[src/rtl/hybrid_drive_scheduler.sv]
// Hybrid drivetrain scheduler: picks electric or gas drive each cycle, tracks battery and fuel
// levels as saturating counters, and holds each motor mode for a minimum dwell time.
module hybrid_drive_scheduler #(
  parameter int W        = 6,
  parameter int BAT_MAX  = 20,
  parameter int TANK_MAX = 15,
  parameter int BAT_LOW  = 4,
  parameter int DWELL    = 3
) (
  input  logic         CLK,
  input  logic         REINICIO,
  input  logic         ARRANQUE,
  input  logic         PARADA,
  input  logic         MODO,
  input  logic         CARGA,
  input  logic         RECARGA_TANQUE,
  output logic         MOTOR1,
  output logic         MOTOR2,
  output logic [W-1:0] BATERIA,
  output logic [W-1:0] TANQUE,
  output logic [1:0]   ESTADO
);

  localparam int DW = (DWELL < 1) ? 1 : $clog2(DWELL + 1);

  localparam logic [W-1:0]  BAT_MAX_V  = W'(BAT_MAX);
  localparam logic [W-1:0]  TANK_MAX_V = W'(TANK_MAX);
  localparam logic [W-1:0]  BAT_LOW_V  = W'(BAT_LOW);
  localparam logic [W-1:0]  LVL_ONE    = W'(1);
  localparam logic [W-1:0]  LVL_ZERO   = '0;
  localparam logic [DW-1:0] DWELL_V    = DW'(DWELL);
  localparam logic [DW-1:0] DWELL_ONE  = DW'(1);

  typedef enum logic [1:0] {
    S_REPOSO    = 2'd0,
    S_ELECTRICO = 2'd1,
    S_GAS       = 2'd2,
    S_AGOTADO   = 2'd3
  } state_t;

  state_t         state_q, state_d;
  logic [W-1:0]   bat_q, bat_d;
  logic [W-1:0]   tank_q, tank_d;
  logic [DW-1:0]  dwell_q, dwell_d;
  logic           dwell_ok;

  assign dwell_ok = (dwell_q == DWELL_V);

  always_ff @(posedge CLK or posedge REINICIO) begin
    if (REINICIO) begin
      state_q <= S_REPOSO;
      bat_q   <= BAT_MAX_V;
      tank_q  <= TANK_MAX_V;
      dwell_q <= '0;
    end else begin
      state_q <= state_d;
      bat_q   <= bat_d;
      tank_q  <= tank_d;
      dwell_q <= dwell_d;
    end
  end

  // All decisions look at the registered levels; the level updates land on the same edge.
  always_comb begin
    state_d = state_q;
    bat_d   = bat_q;
    tank_d  = tank_q;
    case (state_q)
      S_REPOSO: begin
        if (CARGA && (bat_q < BAT_MAX_V)) bat_d = bat_q + LVL_ONE;
        if (RECARGA_TANQUE) tank_d = TANK_MAX_V;
        if (!PARADA && ARRANQUE) begin
          if ((bat_q == LVL_ZERO) && (tank_q == LVL_ZERO)) state_d = S_AGOTADO;
          else if (!MODO && (bat_q > BAT_LOW_V))           state_d = S_ELECTRICO;
          else if (tank_q != LVL_ZERO)                     state_d = S_GAS;
          else                                             state_d = S_ELECTRICO;
        end
      end
      S_ELECTRICO: begin
        if (bat_q != LVL_ZERO) bat_d = bat_q - LVL_ONE;
        if (PARADA) begin
          state_d = S_REPOSO;
        end else if (bat_q == LVL_ZERO) begin
          state_d = (tank_q != LVL_ZERO) ? S_GAS : S_AGOTADO;
        end else if (((bat_q <= BAT_LOW_V) || MODO) && dwell_ok && (tank_q != LVL_ZERO)) begin
          state_d = S_GAS;
        end
      end
      S_GAS: begin
        if (tank_q != LVL_ZERO) tank_d = tank_q - LVL_ONE;
        if (bat_q < BAT_MAX_V)  bat_d  = bat_q + LVL_ONE;
        if (PARADA) begin
          state_d = S_REPOSO;
        end else if (tank_q == LVL_ZERO) begin
          state_d = (bat_q != LVL_ZERO) ? S_ELECTRICO : S_AGOTADO;
        end else if (!MODO && (bat_q == BAT_MAX_V) && dwell_ok) begin
          state_d = S_ELECTRICO;
        end
      end
      S_AGOTADO: begin
        if (RECARGA_TANQUE) tank_d = TANK_MAX_V;
        if (CARGA && (bat_q < BAT_MAX_V)) bat_d = bat_q + LVL_ONE;
        if (RECARGA_TANQUE || CARGA) state_d = S_REPOSO;
      end
      default: begin
        state_d = S_REPOSO;
      end
    endcase
  end

  // Dwell restarts on any state change and only counts while a motor is driving.
  always_comb begin
    dwell_d = dwell_q;
    if (state_d != state_q) begin
      dwell_d = '0;
    end else if (((state_q == S_ELECTRICO) || (state_q == S_GAS)) && !dwell_ok) begin
      dwell_d = dwell_q + DWELL_ONE;
    end
  end

  always_comb begin
    MOTOR1  = (state_q == S_ELECTRICO);
    MOTOR2  = (state_q == S_GAS);
    BATERIA = bat_q;
    TANQUE  = tank_q;
    ESTADO  = state_q;
  end

endmodule

[config.mk]
export PLATFORM = sky130hd
export DESIGN_NAME = hybrid_drive_scheduler
export DESIGN_NICKNAME = d
export VERILOG_FILES = /design/src/rtl/hybrid_drive_scheduler.sv
export SDC_FILE = /design/constraint.sdc
export NUM_CORES = 1
export LEC_CHECK = 0
export CAP_MARGIN = 20
export CORE_MARGIN = 5
export CORE_UTILIZATION = 48
export DETAILED_ROUTE_END_ITERATION = 6
export GPL_ROUTABILITY_DRIVEN = 0
export PLACE_DENSITY = 0.79
export SLEW_MARGIN = 10
export SYNTH_ARGS = -nofsm -noshare
export SYNTH_HDL_FRONTEND = slang
export SYNTH_SLANG_ARGS = --single-unit
[constraint.sdc]
create_clock -name CLK -period 1.98 [get_ports CLK]
set_input_delay 0.495 -clock CLK [delete_from_list [all_inputs] [get_ports CLK]]
set_output_delay 0.495 -clock CLK [all_outputs]
set_load 0.05 [all_outputs]
-- Word level (Yosys, flattened, before mapping)
Cells that the tools add are included.
- register bits after elaboration: 16
- bits of input ports: 7
- output and inout port bits: 16
- $add $sub $neg: 4
- magnitude comparators: 3
- equality and inequality tests: 11
- muxes and demuxes: 23
- reduce and logical (&&, ||, !) cells: 25
- operator list (kind ; count):
    $mux 6 ; 5
    $mux 2 ; 14
    $pmux 6 s3 ; 1
    $logic_not 6->1 ; 2
    $pmux 6 s2 ; 1
    $reduce_bool 6->1 ; 2
    $sub 6x1->6 const B ; 2
    $ne 2x1->1 const B ; 5
    $logic_and 1x1->1 ; 9
    $pmux 2 s4 ; 1
    $add 6x1->6 const B ; 1
    $eq 2x2->1 const B ; 3
    $eq 6x5->1 const B ; 1
    $gt 6x3->1 const B ; 1
    $le 6x3->1 const B ; 1
    $lt 6x5->1 const B ; 1
    $reduce_and 3->1 ; 2
    $reduce_bool 2->1 ; 2
    $logic_not 1->1 ; 3
    $logic_or 1x1->1 ; 3
    $add 2x1->2 const B ; 1
    $eq 2x1->1 const B ; 1
    $logic_not 2->1 ; 1
    $ne 2x2->1 ; 1
    2 further kinds ; 2

-- Logic depth before layout (Yosys ltp)
Gate-level depths: netlist of run 1.
- depth after elaboration: 10
- gate-level depth with buffers: 9
- depth with buffers taken out: 9

-- Worst setup path before layout of run 1
Ideal clock, no wire load.
- path type: reg2reg
- from: register state_q[1] (netlist: ESTADO[1])
- to: register bat_q[5] (netlist: BATERIA[5])
- setup time: 149 ps
- arrival: 2658 ps
- slack: -827 ps
- stages on the path, launching flop included: 10
- path buffers: 0
- cell sequence: dfrtp_1 > inv_1 > ha_1 > ha_1 > a211oi_1 > o21bai_1 > a21oi_1 > xnor2_1 > nor2_1 > xor2_1
- RTL lines (item ; RTL line ; source):
    start, declared ; 41 ; state_t state_q, state_d;
    start signal, assigned ; 56 ; state_q <= state_d;
    $eq 2x1->1 (*) ; - ;
    net MOTOR1 ; 17 ; output logic MOTOR1,
    $ne 2x1->1 (no line) ; - ;
    $reduce_and 3->1 (no line) ; - ;
    end signal, assigned ; 57 ; bat_q <= bat_d;
    end, declared ; 42 ; logic [W-1:0] bat_q, bat_d;
Mark *: on every way through the listed nets, which the timed path passes. The rest lies on a longest branch.
A chain may end at the register's enable or synchronous reset.

-- Final worst setup path of run 1
- from: input MODO
- to: register dwell_q[1]
- longest elaborated chain between the ends: 9
- ends and longest elaborated chain (item ; RTL line ; source):
    start, declared ; 14 ; input logic MODO,
    $logic_not 1->1 / $logic_or 1x1->1 (equally long branches) ; 74, 96, 85 ;
    $logic_and 1x1->1 (on tied branches) (2 in series) ; 96, 85 ;
    $mux 2 (on tied branches) ; 96, 85 ;
    $mux 2 (on tied branches) ; 94, 83 ;
    $mux 2 (on tied branches) ; 92, 81 ;
    $pmux 2 s4 (*) ; 68 ; case (state_q)
    $ne 2x2->1 (*) ; 114 ; if (state_d != state_q) begin
    $mux 2 / $reduce_bool 2->1 (equally long branches) ; - ;
    end signal, assigned ; 59 ; dwell_q <= dwell_d;
    end, declared ; 44 ; logic [DW-1:0] dwell_q, dwell_d;
Mark *: on every way between the ends. The rest lies on a longest branch, timed or not.

==> reports/qor.csv, run 1 <==
stage,metric,value,unit
critical_path,path_cells,clkdlybuf4s50_1 -> a21o_1 -> and3_4 -> o311a_1 -> o311ai_2 -> nor3_1,
timing,setup_viol,0,
die,ios,23,
logic_synthesis,ys_warn_count,0,
global_routing,overflow,0,
power_and_ir_drop,p_seq_frac,0.182,
cts,cts_max_path_buffers,2,
cts,clock_sinks,16,
power_and_ir_drop,p_sw,1.93,mW
power_and_ir_drop,power_leakage,0.895,nW
timing,fmax,512,MHz
logic_synthesis,async_flop_share,1.00,
global_routing,grt_pass1_wl,6800,µm
layout,drive_gt1_frac,0.420,
cts,clk_pin_slew_worst_paths,100,ps
logic_synthesis,netlist_area,0.00136,mm²
hold_path,hold_path_class,input port to asynchronous set/reset pin,
power_and_ir_drop,p_int,1.92,mW
die,die-area,0.00399,mm²
logic_synthesis,yosys.area.top_type_share,0.185,
critical_path,crit_path_start_kind,input port,
power_and_ir_drop,p_comb_frac,0.762,
drt,drc,0,
drt,ant_nets,0,
global_routing,grt_pass1_vias,1494,
die,die_y,63.1,µm
critical_path,r2r_end,dwell_q[1]$_DFFE_PP0P_,
logic_synthesis,synthCells,161,
logic_synthesis,ys_seq_area_frac,0.301,
die,initial_utilization,0.496,
critical_path,crit_path_end,dwell_q[1]$_DFFE_PP0P_,
drt,wl_per_cell,17.0,µm
power_and_ir_drop,clkPwrFrac,0.055,
global_routing,track_usage,0.208,
logic_synthesis,synth.distinct_cells,50,
cts,cts_buffers,3,
timing,relSlewSlack,0.591,
power_and_ir_drop,switching_share,0.501,
critical_path,endpoint_kind,flip-flop,
critical_path,crit_family,compound AO/OA/AOI/OAI gates,
power_and_ir_drop,power.total,3.84,mW
layout,finalNetCount,232,
critical_path,reg2reg_depth,8,
timing,hold_violations,0,
timing,clock_skew,5.37,ps
logic_synthesis,synth_top_area_cell,dfrtp_1,
cts,hold_buffers,0,
logic_synthesis,yosys-top-cells-area,"dfrtp_1, dfstp_2, ha_1, nand2_1, a21oi_1",
critical_path,critPathLaunch,MODO,
layout,area_delta_synth_final,49.6,%
outcome,status,"finished, final reports clean",
drt,drtPass1Iterations,4,
critical_path,slowest_delay,470,ps
cts,root_buffer,clkbuf_4,
drt,drt_iter0_drc,138,
global_routing,antenna_found_initial,0,
global_routing,grt_max_degree,17,
critical_path,worst_ep_required_time,2140,ps
power_and_ir_drop,vdd_drop_max,1.97,mV
logic_synthesis,synth_edf_count,0,
logic_synthesis,synth.most_common_cell,nand2_1,
drt,viasPerCell,6.06,
logic_synthesis,synth_commonest_cells,"nand2_1, nor2_1, a21oi_1",
placed_design,hpwl,3160,µm
critical_path,critPathArrivalTime,2110,ps
layout,num_antenna_cells,0,
critical_path,cp.buffers_inverters,1,
cts,h-tree-depth,1,
die,die_w,63.1,µm
drt,wl,4140,µm
die,core_area,0.00273,mm²
layout,fin_util,0.741,
timing,min_period,1950,ps
critical_path,r2r-start,TANQUE[1]$_DFFE_PP1P_,
logic_synthesis,ys_ff_latch,16,
logic_synthesis,synth_flop_cell,dfrtp_1,
critical_path,critPathSlowestCell,clkdlybuf4s50_1,
flow_run,max-cap-violations,0,
timing,maxSlewViolCount,0,
timing,rsz0062_at_grt,true,
die,num_rows,19,
drt,vias,1472,
critical_path,regToRegSetupSlack,40,ps
cts,cts_tree,yes,
timing,fin_crit_sh,0.986,
critical_path,crit_type,input port to flip-flop,
placed_design,port_buffers,22,
critical_path,critPathMaxFanout,3,
cts,clk_latency,280,ps
timing,worst_slew_pin_slew,612,ps
critical_path,path_depth,6,
logic_synthesis,synth_fp_nets,180,
power_and_ir_drop,pwr_density_cell,1900,mW/mm²
logic_synthesis,syn_area_per_cell,8.42,µm²
[power groups by stage]
stage	Combinational [mW]	Clock [mW]	Sequential [mW]
after floorplan	1.40	0	1.08
after global placement	2.67	0	0.692
after detailed placement	2.77	0	0.704
after CTS	2.80	0.221	0.698
after global routing	3.17	0.232	0.717
final	2.93	0.212	0.700
[cells by family (layout without fill, tap and decap cells)]
| kind of cell | count (synthesis) | count (layout) | synth area share |
|---|---|---|---|
| AO/OA/AOI/OAI | 51 | 51 | 0.252 |
| XOR/XNOR | 7 | 7 | 0.0452 |
| adder cells (fa/ha/maj) | 12 | 12 | 0.116 |
| buffers and inverters | 15 | 66 | 0.0471 |
| flip-flops | 16 | 16 | 0.301 |
| multiplexers | 2 | 2 | 0.0148 |
| AND/OR/NAND/NOR | 58 | 58 | 0.223 |
[worst min-delay path by stage]
stage / end / slack, ps / depth (start not counted)
after floorplan: BATERIA[3]$_DFFE_PP0P_ / 400 / 1
after global placement: TANQUE[2]$_DFFE_PP1P_ / 550 / 2
after detailed placement: TANQUE[2]$_DFFE_PP1P_ / 570 / 2
after CTS: TANQUE[2]$_DFFE_PP1P_ / 580 / 2
after global routing: BATERIA[3]$_DFFE_PP0P_ / 640 / 2
final: BATERIA[3]$_DFFE_PP0P_ / 580 / 2
[layout by cell type (no fill, tap or decap), drive strengths merged, types with 4 or more instances in the layout]
cell type | Yosys | final
dfstp | 6 | 6
dfrtp | 10 | 10
a21o | 5 | 5
nand2 | 18 | 18
nand3 | 5 | 5
nor3 | 9 | 9
a21oi | 13 | 13
xor2 | 5 | 5
ha | 11 | 11
inv | 11 | 11
o21ai | 12 | 12
nor2 | 14 | 14
buf | 2 | 45
clkbuf | 2 | 4
clkdlybuf4s50 | 0 | 6
[registers in the layout (all words and copies together) (netlist names)]
name / cells
ESTADO: 2
BATERIA: 6
dwell_q: 2
TANQUE: 6
[cell type report]
type	instances	area, µm²
multi-input cells	130	1000
fillers	213	707
repair buffers	51	489
flip-flops and latches	16	415
inverters	11	46.3
well taps	31	38.8
clock buffers	4	36.3
[per-layer routing]
layer  track usage  vias to the layer above  wire length [µm]
li1              -                      683                 -
met1         0.252                      689              1670
met2         0.365                       81              2040
met3        0.0302                       19               296
met4        0.0822                        0               143
met5             0                        -                 0
[what timing repair did]
| item | in CTS | in global routing |
|---|---|---|
| endpoints found under the hold margin | 0 | 0 |
| pin swaps | 4 | 5 |
| gates cloned | 0 | 0 |
| endpoints found under the setup margin | 2 | 8 |
| resized for setup | 4 | 7 |
| buffers inserted | 0 | 4 |
[metrics by stage]
stage               hold slack [ps]  area (µm²)  std cells  setup WS (ps)  setup TNS (ps)
detailed placement              568        1930        236           -289            -678
global placement                549        1930        236           -213            -423
CTS                             583        1970        239           28.6               0
global route                    641        2030        243          -77.6            -189
finish                          576        2030        243           28.3               0
floorplan                       404        1450        161           -124            -509
(Power assumes the default switching activity.)
==> inputs of run 2 (changes only) <==
--- a/config.mk
+++ b/config.mk
@@ -8,6 +8,7 @@
 export CAP_MARGIN = 20
 export CORE_MARGIN = 5
 export CORE_UTILIZATION = 48
+export CTS_BUF_LIST = sky130_fd_sc_hd__clkbuf_16
 export DETAILED_ROUTE_END_ITERATION = 6
 export GPL_ROUTABILITY_DRIVEN = 0
 export PLACE_DENSITY = 0.79
==> run 2 against run 1 <==
  * Critical path type is now flip-flop to flip-flop
  * Critical path depth rose by 2
  * Routed wire length rose by 13%
  * Worst hold slack got worse by 5.9 ps
  * First-iteration DRC count rose by 38%
  * Fmax fell by 2.5%
  * Sequential share of layout area fell by 1.2 points
  * Critical endpoint is now BATERIA[5]$_DFFE_PP0P_
  * Setup slack got worse by 50 ps
  * Clock-buffer cell count fell by 1
  * The run now ends with setup timing left
  * Highest routed layer unchanged
  * Largest power group unchanged
  * Cell count rose by 1.6%
  * Via count rose by 5.1%
==> reports/qor.csv, run 2 (synthesis results as in run 1) <==
stage,metric,value,unit
drt,wl,4660,µm
timing,fmax,500,MHz
cts,clk_latency,250,ps
drt,ant_nets,0,
hold_path,hold_path_class,flip-flop to flip-flop,
critical_path,slowest_delay,480,ps
layout,nFillCells,178,
drt,drc,0,
critical_path,regToRegSetupSlack,-20,ps
critical_path,crit_type,flip-flop to flip-flop,
drt,drtPass1Iterations,4,
die,ios,23,
timing,setup_viol,3,
global_routing,grt_pass1_wl,6870,µm
hold_path,whs_path_depth,2,
layout,final_area,0.00215,mm²
timing,clock_skew,2.75,ps
hold_path,whs_endpoint,TANQUE[2]$_DFFE_PP1P_,
cts,hold_buffers,0,
critical_path,r2r-start,ESTADO[0]$_DFF_PP0_,
layout,num_antenna_cells,0,
cts,clock_sinks,16,
timing,min_period,2000,ps
critical_path,critPathArrivalTime,2130,ps
critical_path,crit_path_start_kind,flip-flop,
global_routing,track_usage,0.212,
die,core_area,0.00273,mm²
flow_run,max-cap-violations,0,
die,num_rows,19,
global_routing,grt_pass1_vias,1511,
power_and_ir_drop,power.total,4.18,mW
critical_path,path_cells,ha_4 -> ha_1 -> o21ai_0 -> o21bai_1 -> a21oi_2 -> xnor2_1 -> nor2_1 -> xor2_1,
global_routing,overflow,0,
global_routing,grt_max_degree,17,
timing,hold_violations,0,
critical_path,endpoint_kind,flip-flop,
die,initial_utilization,0.496,
timing,worst_slew_pin_slew,613,ps
cts,clk_pin_slew_worst_paths,50,ps
critical_path,r2r_end,BATERIA[5]$_DFFE_PP0P_,
layout,drive_gt1_frac,0.449,
placed_design,place_area,0.00193,mm²
cts,cts_tree,yes,
critical_path,critPathMaxFanout,8,
global_routing,antenna_found_initial,0,
die,die_w,63.1,µm
drt,drt_iter0_drc,191,
timing,timing.final.ws_setup,-21.9,ps
layout,final_common_cell,buf_4,
cts,cts_max_path_buffers,2,
power_and_ir_drop,vdd_drop_max,1.97,mV
timing,fin_crit_sh,1.01,
outcome,violations,setup timing,
layout,area_delta_synth_final,58.9,%
layout,final_cell_mix,"buf_4, nand2_1, nor2_1",
critical_path,reg2reg_depth,8,
timing,maxSlewViolCount,0,
critical_path,cp.buffers_inverters,0,
drt,wl_per_cell,18.9,µm
critical_path,critPathSlowestCell,dfrtp_2,
placed_design,hpwl,3160,µm
cts,root_buffer,clkbuf_16,
layout,fin_util,0.788,
die,die_y,63.1,µm
power_and_ir_drop,pwr_density_cell,1940,mW/mm²
critical_path,worst_ep_required_time,2110,ps
placed_design,port_buffers,22,
power_and_ir_drop,power_leakage,0.961,nW
outcome,status,"complete, but fails checks",
timing,rsz0062_at_grt,true,
critical_path,crit_family,adder cells,
placed_design,pre_cts_ws,-289,ps
drt,vias,1547,
drt,viasPerCell,6.26,
cts,cts_buffers,3,
hold_path,min_from,TANQUE[2]$_DFFE_PP1P_,
timing,relSlewSlack,0.591,
layout,finalNetCount,236,
die,die-area,0.00399,mm²
cts,h-tree-depth,1,
==> run 2: worst min-delay path, delay by kind of cell, from the launching register on <==
family           cells  cell delay, ps
flip-flops           1             400
AO/OA/AOI/OAI        1              50
AND/OR/NAND/NOR      1             110
==> run 2: area by class of cell <==
cell class	instances	area, µm²	area share
Sequential cell	16	415	0.193
Clock inverter	1	3.75	0.00174
Inverter	11	46.3	0.0215
Timing Repair Buffer	55	523	0.243
Multi-Input combinational cell	130	1050	0.488
Clock buffer	3	75.1	0.0349
Tap cell	31	38.8	0.0180
==> run 2: power by group <==
group	switching, mW	total, mW	internal (mW)	leakage, nW
Sequential	0.186	0.702	0.516	0.186
Clock	0.127	0.395	0.268	0.0385
Combinational	1.75	3.09	1.33	0.737
==> run 2: worst max-delay path by stage <==
stage	start	end	slack [ps]	cells past startpoint
5_1_grt	TANQUE[1]$_DFFE_PP1P_	ESTADO[1]$_DFF_PP0_	-160	9
6_report	ESTADO[0]$_DFF_PP0_	BATERIA[5]$_DFFE_PP0P_	-20	8
2_1_floorplan	ESTADO[1]$_DFF_PP0_	BATERIA[5]$_DFFE_PP0P_	-120	9
4_1_cts	TANQUE[1]$_DFFE_PP1P_	dwell_q[1]$_DFFE_PP0P_	2	10
3_3_place_gp	MODO	dwell_q[0]$_DFFE_PP0P_	-210	6
3_5_place_dp	MODO	dwell_q[0]$_DFFE_PP0P_	-290	6
==> run 2: through the flow <==
stage | setup TNS (ps) | std cells | hold slack, ps
after floorplan | -509 | 161 | 404
after global placement | -423 | 236 | 549
after detailed placement | -678 | 236 | 568
after CTS | 0 | 240 | 575
after global routing | -459 | 247 | 633
final | -52.8 | 247 | 570
==> run 2: layer usage <==
layer / vias to the layer above / GRT usage / part of all wire
met5: - / 0 / 0
met4: 0 / 0.0981 / 0.046
met3: 28 / 0.0355 / 0.095
met2: 97 / 0.369 / 0.49
met1: 729 / 0.249 / 0.37
li1: 693 / - / -
==> run 2: repair_timing <==
action,CTS,global route
endpoints found under the setup margin,2,9
resized for setup,3,17
hold endpoints to repair,0,0
pin swaps,4,10
setup buffers,0,7
==> inputs of run 3 (changes only) <==
--- a/config.mk
+++ b/config.mk
@@ -7,11 +7,11 @@
 export LEC_CHECK = 0
 export CAP_MARGIN = 20
 export CORE_MARGIN = 5
-export CORE_UTILIZATION = 48
+export CORE_UTILIZATION = 44
 export CTS_BUF_LIST = sky130_fd_sc_hd__clkbuf_16
 export DETAILED_ROUTE_END_ITERATION = 6
 export GPL_ROUTABILITY_DRIVEN = 0
-export PLACE_DENSITY = 0.79
+export PLACE_DENSITY = 0.71
 export SLEW_MARGIN = 10
 export SYNTH_ARGS = -nofsm -noshare
 export SYNTH_HDL_FRONTEND = slang
==> constraint.sdc (replaced) <==
create_clock -name CLK -period 2.35 [get_ports CLK]
set_input_delay 0.5875 -clock CLK [delete_from_list [all_inputs] [get_ports CLK]]
set_output_delay 0.5875 -clock CLK [all_outputs]
set_load 0.05 [all_outputs]
==> run 3 against run 2 <==
  * The flow now finishes without violations
  * Flip-flop and latch count stayed put
  * Total power is 31% lower
  * Clock power is 13% lower
  * Non-clock buffer count is 29 lower
  * Routed wire length is 25% lower
  * Critical path depth is 7 lower
  * Critical path type is now flip-flop to primary output
  * Critical endpoint is now BATERIA[2]
  * Largest cell class unchanged
==> reports/qor.csv, run 3 (synthesis results as in run 1) <==
stage,metric,value,unit
cts,cts-resized-gates,0,
drt,vias,1308,
outcome,status,"finished, final reports clean",
flow_run,max-cap-violations,0,
critical_path,r2r-start,TANQUE[0]$_DFFE_PP1P_,
cts,clock_sinks,16,
timing,whs,532,ps
layout,final_cell_mix,"clkdlybuf4s50_1, nand2_1, nor2_1",
drt,ant_nets,0,
layout,area_delta_synth_final,28.2,%
timing,fin_crit_sh,0.963,
die,die-area,0.00429,mm²
timing,finalSetupTns,0,ps
critical_path,cp.buffers_inverters,1,
critical_path,reg2reg_depth,8,
cts,h-tree-depth,1,
global_routing,track_usage,0.179,
critical_path,path_depth,1,
die,die_w,65.5,µm
drt,wl_per_cell,16.0,µm
drt,drc,0,
global_routing,grt_pass1_wl,6070,µm
placed_design,port_buffers,22,
power_and_ir_drop,pwr_density_cell,1670,mW/mm²
global_routing,antenna_found_initial,0,
critical_path,critPathLaunch,BATERIA[2]$_DFFE_PP1P_,
timing,hold_violations,0,
placed_design,hpwl,2600,µm
critical_path,endpoint_kind,primary output,
critical_path,crit_path_start_kind,flip-flop,
drt,drtPass1Iterations,4,
drt,viasPerCell,5.95,
timing,min_period,2260,ps
cts,hold_buffers,0,
critical_path,crit_family,buffers and inverters,
timing,maxSlewViolCount,0,
critical_path,regToRegSetupSlack,190,ps
critical_path,critPathSlowestCell,clkdlybuf4s50_1,
timing,timing.final.ws_setup,85.8,ps
power_and_ir_drop,power_leakage,0.751,nW
global_routing,grt_pass1_vias,1329,
cts,post_cts_buffers,0,
timing,relSlewSlack,0.577,
critical_path,worst_ep_required_time,1760,ps
hold_path,whs_endpoint,TANQUE[0]$_DFFE_PP1P_,
critical_path,critPathMaxFanout,7,
layout,finalNetCount,207,
timing,rsz0062_at_grt,false,
layout,drive_gt1_frac,0.155,
critical_path,slowest_delay,820,ps
die,num_rows,20,
drt,drt_iter0_drc,77,
critical_path,r2r_end,dwell_q[1]$_DFFE_PP0P_,
cts,root_buffer,clkbuf_16,
die,initial_utilization,0.451,
hold_path,min_from,TANQUE[0]$_DFFE_PP1P_,
drt,wl,3520,µm
hold_path,whs_path_depth,2,
cts,clk_pin_slew_worst_paths,50,ps
power_and_ir_drop,vdd_drop_max,0.514,mV
layout,num_antenna_cells,0,
critical_path,path_cells,clkdlybuf4s50_1,
hold_path,hold_path_class,flip-flop to flip-flop,
timing,fmax,442,MHz
cts,cts_tree,yes,
cts,clk_latency,250,ps
critical_path,critPathArrivalTime,1680,ps
critical_path,crit_type,flip-flop to primary output,
placed_design,pre_cts_ws,64.6,ps
cts,cts_buffers,3,
timing,setup_viol,0,
global_routing,overflow,0,
layout,final_common_cell,clkdlybuf4s50_1,
global_routing,grt_max_degree,17,
die,ios,23,
die,core_area,0.00300,mm²
timing,clock_skew,3.25,ps
die,die_y,65.5,µm
timing,worst_slew_pin_slew,634,ps
cts,cts_max_path_buffers,2,
## run 3: power by group
| part | internal [mW] | leakage, nW | switching [mW] |
|---|---|---|---|
| Clock | 0.226 | 0.0385 | 0.118 |
| Combinational | 0.774 | 0.523 | 1.18 |
| Sequential | 0.425 | 0.189 | 0.184 |
## run 3: metrics by stage
stage                     cell area [µm²]  std cells  power [mW]   util
after floorplan                      1370        161        1.97      -
after global placement               1660        216        2.50  0.552
after detailed placement             1660        216        2.55  0.552
after CTS                            1740        220        2.91  0.578
after global routing                 1740        220        3.13  0.578
final                                1740        220        2.91  0.578
## run 3: how the worst max path moves through the flow
stage                                   endpoint  slack, ps
after floorplan           BATERIA[5]$_DFFE_PP0P_          7
after global placement    dwell_q[1]$_DFFE_PP0P_         80
after detailed placement  dwell_q[1]$_DFFE_PP0P_         60
after CTS                             BATERIA[2]         90
after global routing      BATERIA[5]$_DFFE_PP0P_         50
final                                 BATERIA[2]         90
## run 3: area by class of cell
class	instances	area, µm²
Inverter	11	41.3
Tap cell	33	41.3
Multi-Input combinational cell	130	898
Clock buffer	3	75.1
Clock inverter	1	3.75
Fill cell	276	1270
Timing Repair Buffer	26	268
Sequential cell	16	409
## run 3: metal layers
metal  GRT usage  vias up  routed length [µm]
met5           0        -                   0
met4      0.0725        0                  76
li1            -      636                   -
met2       0.296       53                1720
met3      0.0444       11                 209
met1       0.223      608                1520
